**src/rtl/tkeo_mc.sv**
```systemverilog
// Multi-channel, time-multiplexed k-lag Teager-Kaiser energy operator with clipped, tagged output.
// Optional spike comparator enabled by defining TKEO_SPIKE_DET_EN.
module tkeo_mc #(
    parameter int DATA_W   = 16,
    parameter int N_CH     = 4,
    parameter int LAG_K    = 1,
    parameter int OUT_BITS = 29,
    parameter int SCALE_SH = 1,
    localparam int CH_W    = (N_CH > 1) ? $clog2(N_CH) : 1
) (
    input  logic                     clk,
    input  logic                     rst_n,
    input  logic                     in_valid,
    input  logic [CH_W-1:0]          in_ch,
    input  logic signed [DATA_W-1:0] data_in,
    output logic                     out_valid,
    output logic [CH_W-1:0]          out_ch,
    output logic [OUT_BITS-1:0]      data_out,
    output logic                     sat,
    output logic                     ch_err
`ifdef TKEO_SPIKE_DET_EN
   ,input  logic [OUT_BITS-1:0]      thresh
   ,output logic                     spike
`endif
);

    localparam int DEPTH  = 2*LAG_K + 1;
    // The incoming sample is the newest history entry, so only 2K older ones need storage.
    localparam int HIST   = 2*LAG_K;
    localparam int WARM_W = $clog2(DEPTH + 1);
    localparam int PW     = 2*DATA_W;

    logic signed [DATA_W-1:0] hist [N_CH][HIST];
    logic [WARM_W-1:0]        warm [N_CH];

    logic                     ch_ok;
    logic                     wr;
    logic signed [DATA_W-1:0] tap_k;
    logic signed [DATA_W-1:0] tap_2k;
    logic [WARM_W-1:0]        warm_cur;

    // stage 1: operand taps of the updated window
    logic                     v1;
    logic [CH_W-1:0]          ch1;
    logic signed [DATA_W-1:0] t0_q;
    logic signed [DATA_W-1:0] tk_q;
    logic signed [DATA_W-1:0] t2k_q;

    // stage 2: products
    logic                     v2;
    logic [CH_W-1:0]          ch2;
    logic signed [PW-1:0]     sq_q;
    logic signed [PW-1:0]     cr_q;

    // stage 3: difference
    logic                     v3;
    logic [CH_W-1:0]          ch3;
    logic signed [PW:0]       diff_q;

    logic signed [PW:0]       diff_sh;
    logic [PW:0]              e_val;
    logic                     ovf;
    logic [OUT_BITS-1:0]      e_clip;

    generate
        if (N_CH == (1 << CH_W)) begin : g_full_range
            assign ch_ok = 1'b1;
        end else begin : g_part_range
            assign ch_ok = (in_ch < CH_W'(N_CH));
        end
    endgenerate

    assign wr = in_valid & ch_ok;

    always_comb begin
        tap_k    = '0;
        tap_2k   = '0;
        warm_cur = '0;
        for (int c = 0; c < N_CH; c++) begin
            if (in_ch == CH_W'(c)) begin
                tap_k    = hist[c][LAG_K-1];
                tap_2k   = hist[c][HIST-1];
                warm_cur = warm[c];
            end
        end
    end

    always_ff @(posedge clk or negedge rst_n) begin
        if (!rst_n) begin
            for (int c = 0; c < N_CH; c++) begin
                warm[c] <= '0;
                for (int i = 0; i < HIST; i++) begin
                    hist[c][i] <= '0;
                end
            end
        end else if (wr) begin
            for (int c = 0; c < N_CH; c++) begin
                if (in_ch == CH_W'(c)) begin
                    hist[c][0] <= data_in;
                    for (int i = 1; i < HIST; i++) begin
                        hist[c][i] <= hist[c][i-1];
                    end
                    if (warm[c] != WARM_W'(DEPTH)) begin
                        warm[c] <= warm[c] + 1'b1;
                    end
                end
            end
        end
    end

    // Taps come from the window as it will be after this write, so a back-to-back
    // beat on the same channel never sees stale history.
    always_ff @(posedge clk or negedge rst_n) begin
        if (!rst_n) begin
            v1     <= 1'b0;
            ch1    <= '0;
            t0_q   <= '0;
            tk_q   <= '0;
            t2k_q  <= '0;
            ch_err <= 1'b0;
        end else begin
            v1     <= wr && (warm_cur >= WARM_W'(DEPTH - 1));
            ch1    <= in_ch;
            t0_q   <= data_in;
            tk_q   <= tap_k;
            t2k_q  <= tap_2k;
            ch_err <= in_valid & ~ch_ok;
        end
    end

    always_ff @(posedge clk or negedge rst_n) begin
        if (!rst_n) begin
            v2   <= 1'b0;
            ch2  <= '0;
            sq_q <= '0;
            cr_q <= '0;
        end else begin
            v2   <= v1;
            ch2  <= ch1;
            sq_q <= PW'(tk_q) * PW'(tk_q);
            cr_q <= PW'(t0_q) * PW'(t2k_q);
        end
    end

    always_ff @(posedge clk or negedge rst_n) begin
        if (!rst_n) begin
            v3     <= 1'b0;
            ch3    <= '0;
            diff_q <= '0;
        end else begin
            v3     <= v2;
            ch3    <= ch2;
            diff_q <= {sq_q[PW-1], sq_q} - {cr_q[PW-1], cr_q};
        end
    end

    always_comb begin
        diff_sh = diff_q >>> SCALE_SH;
        e_val   = diff_q[PW] ? '0 : diff_sh;
        ovf     = |e_val[PW:OUT_BITS];
        e_clip  = ovf ? '1 : e_val[OUT_BITS-1:0];
    end

    always_ff @(posedge clk or negedge rst_n) begin
        if (!rst_n) begin
            out_valid <= 1'b0;
            out_ch    <= '0;
            data_out  <= '0;
            sat       <= 1'b0;
        end else begin
            out_valid <= v3;
            if (v3) begin
                out_ch   <= ch3;
                data_out <= e_clip;
                sat      <= ovf;
            end
        end
    end

`ifdef TKEO_SPIKE_DET_EN
    always_ff @(posedge clk or negedge rst_n) begin
        if (!rst_n) begin
            spike <= 1'b0;
        end else begin
            spike <= v3 && (e_clip > thresh);
        end
    end
`endif

endmodule
```
**config.mk**
```make
export PLATFORM = sky130hd
export DESIGN_NAME = tkeo_mc
export DESIGN_NICKNAME = d
export VERILOG_FILES = /design/src/rtl/tkeo_mc.sv
export SDC_FILE = /design/constraint.sdc
export NUM_CORES = 2
export LEC_CHECK = 0
export ABC_AREA = 1
export BUFFER_PORTS_ARGS = -buffer_cell sky130_fd_sc_hd__buf_4
export CORE_ASPECT_RATIO = 0.75
export CORE_MARGIN = 4
export CORE_UTILIZATION = 45
export DETAILED_ROUTE_END_ITERATION = 8
export PLACE_DENSITY = 0.68
export REMOVE_ABC_BUFFERS = 1
export SETUP_SLACK_MARGIN = 0.05
export SYNTH_ARGS = -nofsm -noshare
export SYNTH_HDL_FRONTEND = slang
export SYNTH_SLANG_ARGS = --single-unit
```
**constraint.sdc**
```tcl
create_clock -name clk -period 7.6 [get_ports clk]
set_clock_uncertainty 0.1 [all_clocks]
set_input_delay 0.76 -clock clk [delete_from_list [all_inputs] [get_ports clk]]
set_output_delay 0.76 -clock clk [all_outputs]
set_load 0.02 [all_outputs]
```
==> summary.txt <==
Run status
  • Status: complete, no violations

Timing
  • Final period utilization: roughly 83%
  • Min cycle time layout: around 6300 ps
  • # setup viols final: 0
  • Top achievable clock speed: 0.1594 GHz
  • Fin worst setup slack: 1326 ps
  • Pins Over Slew Limit: 0
  • Final setup TNS: 0 ps
  • RSZ-0062 raised after global routing: no
  • Least-Margin Pin Slew: ~1000 ps
  • Max-slew headroom: between 30% and 40%
  • Final hold vios: 0

Worst setup path
  • Critical path arrival: 6610 ps
  • Crit Path Class: register to register
  • Cell Chain, Critical Path: nand2_1 > inv_1 > fa_1 > fa_1 > inv_1 > fa_1 > fa_1 > fa_1 > fa_1 > inv_1 > ha_1 > nand2_1 > inv_1 > nand2_1 > nor3_1 > and2_1 > nand2_1 > inv_1 > nor2_1 > nand2_1 > nand2_1
  • Buf+Inv Stages, Crit Path: 5
  • R2r startpoint: tk_q[15]
  • Worst Setup SP: tk_q[15]
  • Setup crit end kind: register
  • Reg2reg end: sq_q[31]
  • Worst endpoint required time: 7940 ps
  • Critical path's top delay family: adder cells
  • Slowest library cell on the worst path: dfrtp_1
  • Worst-path fanout max: 23
  • Reg-to-reg slack, setup: 1330 ps
  • Startpoint types: register
  • Worst r2r path cells: 21
  • CP peak stage delay: 850 ps

Global routing
  • Grt ovf: 0
  • Gr usage total: 21.48%
  • Vias in the first global route: 24870
  • Initial antenna violation count: 0
  • First-pass GRT wire length: 135900 um
  • Largest net degree at the start of global routing: 96

Placement
  • Pre-CTS WS: 1352 ps
  • HPWL Detailed: 66510 um
  • Dpl cells: 5033
  • Routability Congestion: 0.9531
  • Count of input and output buffers: 53

Floorplan
  • DIE HEIGHT: 245.0 um
  • Core Region: approximately 0.074 mm2
  • Ports: 55
  • Die width: between 300 and 400 um
  • Die ar.: 0.07937 mm2
  • Initial Util: 45.65%
  • FP Rows: 86

Synth
  • Predominant post-synthesis flop cell: dfrtp_1
  • Synth unique cells: 41
  • Ys async rst share: 100.0%
  • Syn avg cell area: 8.132 um2
  • Mapped cell area: 0.03370 mm2
  • Post-synthesis sequential area ratio: 23.84%
  • #FFs+latches synth: about 320
  • Syn. warnings: 0
  • Cells after Synth: 4144
  • Post-synth EDFFs: 0

Route
  • Initial DRC count: approximately 2300
  • Via density per instance: 4.979
  • DRT antenna net count: 0
  • DR WL/cell: between 15 and 20 um
  • Vias: 25350
  • Number of remaining DRC errors: 0
  • WL final: 83280 um
  • Detailed Routing Iterations Pass 1: 6

Clocking
  • H-Tree Depth: 2
  • Clock sinks: 321
  • Clk buf depth: 3
  • CTS tree: done
  • Hold_buf cts: 0
  • Postcts setup bufs: 0
  • CTS Buf Count: 34
  • Resize count post-CTS: 0
  • Reg clk slew, reported paths: 70 ps
  • Clk_lat worst skew: around 540 ps
  • Clock root cell: clkbuf_16

Layout
  • Final core occ: 48.82%
  • Ant diodes: 0
  • Area of the multi-input gates: 0.02094 mm2
  • Finished Layout Cells: approximately 5100
  • Total Nets Final: 4823
  • Filler cells: 7086
  • Layout cell share with drive strength beyond 1: between 3 and 4%
  • P&R area growth vs syn: 6.940%
  • FF/Latch Area: 0.008034 mm2

Job
  • Reported max-cap violation count: 0

Hold path
  • HP Class: primary input to async pin
[cell families (layout without fill, tap and decap cells)]
group | Yosys count | count (layout) | synth area share, %
AO/OA/AOI/OAI | 336 | 336 | 5.510
XOR/XNOR | 75 | 75 | 1.949
adder cells (fa/ha/maj) | 701 | 701 | 37.10
buffers and inverters | 1258 | 1238 | 14.02
flip-flops | 321 | 321 | 23.84
multiplexers | 7 | 7 | 0.2562
other | 1 | 1 | 0.01113
AND/OR/NAND/NOR | 1445 | 1445 | 17.31
[layer usage]
metal | share of wire [%] | track usage (%) | vias to the layer above
met1 | 49 | 34.46 | 12310
met4 | 1.7 | 3.800 | 0
met2 | 40 | 30.11 | 903
met3 | 8.6 | 4.336 | 83
met5 | 0 | 0 | -
li1 | - | - | 12060
[worst max-delay path by stage]
stage                to  slack, ps  depth (start not counted)
6_report       sq_q[31]       1330                         21
5_1_grt        sq_q[31]        850                         23
4_1_cts        sq_q[31]       1340                         21
3_5_place_dp   sq_q[31]       1350                         21
3_3_place_gp   sq_q[28]       1420                         21
2_1_floorplan  sq_q[31]       1920                         23
[sequential cells by signal, indices dropped and copies added (netlist names), 2 cells and up]
register	count
ch3	2
ch2	2
out_ch	2
t0_q	16
cr_q	32
tk_q	16
hist	128
diff_q	32
t2k_q	16
data_out	29
warm	8
ch1	2
sq_q	31
[cells in the mapped netlist (27+ instances only)]
| cell | number | area, um2 |
|---|---|---|
| xor2_1 | 59 | 516.8 |
| fa_1 | 497 | 9950 |
| o21ai_1 | 42 | 210.2 |
| inv_1 | 1111 | 4170 |
| clkbuf_1 | 129 | 484.2 |
| dfrtp_1 | 321 | 8033 |
| nand2_1 | 1081 | 4058 |
| o211ai_1 | 31 | 232.7 |
| nand4_1 | 46 | 287.8 |
| nor3_1 | 27 | 135.1 |
| nand3_1 | 127 | 635.6 |
| ha_1 | 204 | 2552 |
| a21oi_1 | 95 | 475.5 |
| o21ai_0 | 124 | 620.6 |
| nor2_1 | 137 | 514.2 |
[per-stage QoR]
step / area [um2] / hold WS, ps
floorplan: 33170 / 231.2
global placement: 34840 / 232.6
detailed placement: 34840 / 236.3
CTS: 36040 / 146.1
global route: 36040 / 169.1
finish: 36040 / 96.02
[final cells by class]
| type | instances | area share, % |
|---|---|---|
| multi-input cells | 2565 | 58.11 |
| clock inverters | 14 | 0.5833 |
| well taps | 968 | 3.361 |
| inverters | 1119 | 11.66 |
| repair buffers | 60 | 1.271 |
| flip-flops and latches | 321 | 22.29 |
| clock buffers | 45 | 2.729 |
[placed cells by master, fill, tap and decap left out, types with 5 or more instances in the layout]
master        n
inv_2         8
o211ai_1     31
fa_1        497
xnor2_1      16
a21oi_1      95
ha_1        204
o21ai_0     124
nand3_1     127
o21ai_1      42
nand4_1      46
nor3_1       27
xor2_1       59
nor2_4        5
buf_4        59
a21o_1        5
or2_2         5
clkbuf_16    35
o21bai_1     17
nor2_1      137
clkbuf_8      7
dfrtp_1     320
inv_1      1111
o22ai_1      13
nand2_1    1081
[worst reg2reg max path: stages (launching register included)]
cell	delay [ps]
dfrtp_1	850
nand2_1	220
inv_1	180
fa_1	570
fa_1	760
inv_1	190
fa_1	520
fa_1	560
fa_1	430
fa_1	490
inv_1	40
ha_1	370
nand2_1	140
inv_1	70
nand2_1	80
nor3_1	180
and2_1	160
nand2_1	70
inv_1	60
nor2_1	40
nand2_1	50
nand2_1	50
Power is left out: the tool's default activity adds up to more than one toggle a clock period on the data nets, which glitch-free logic cannot reach.
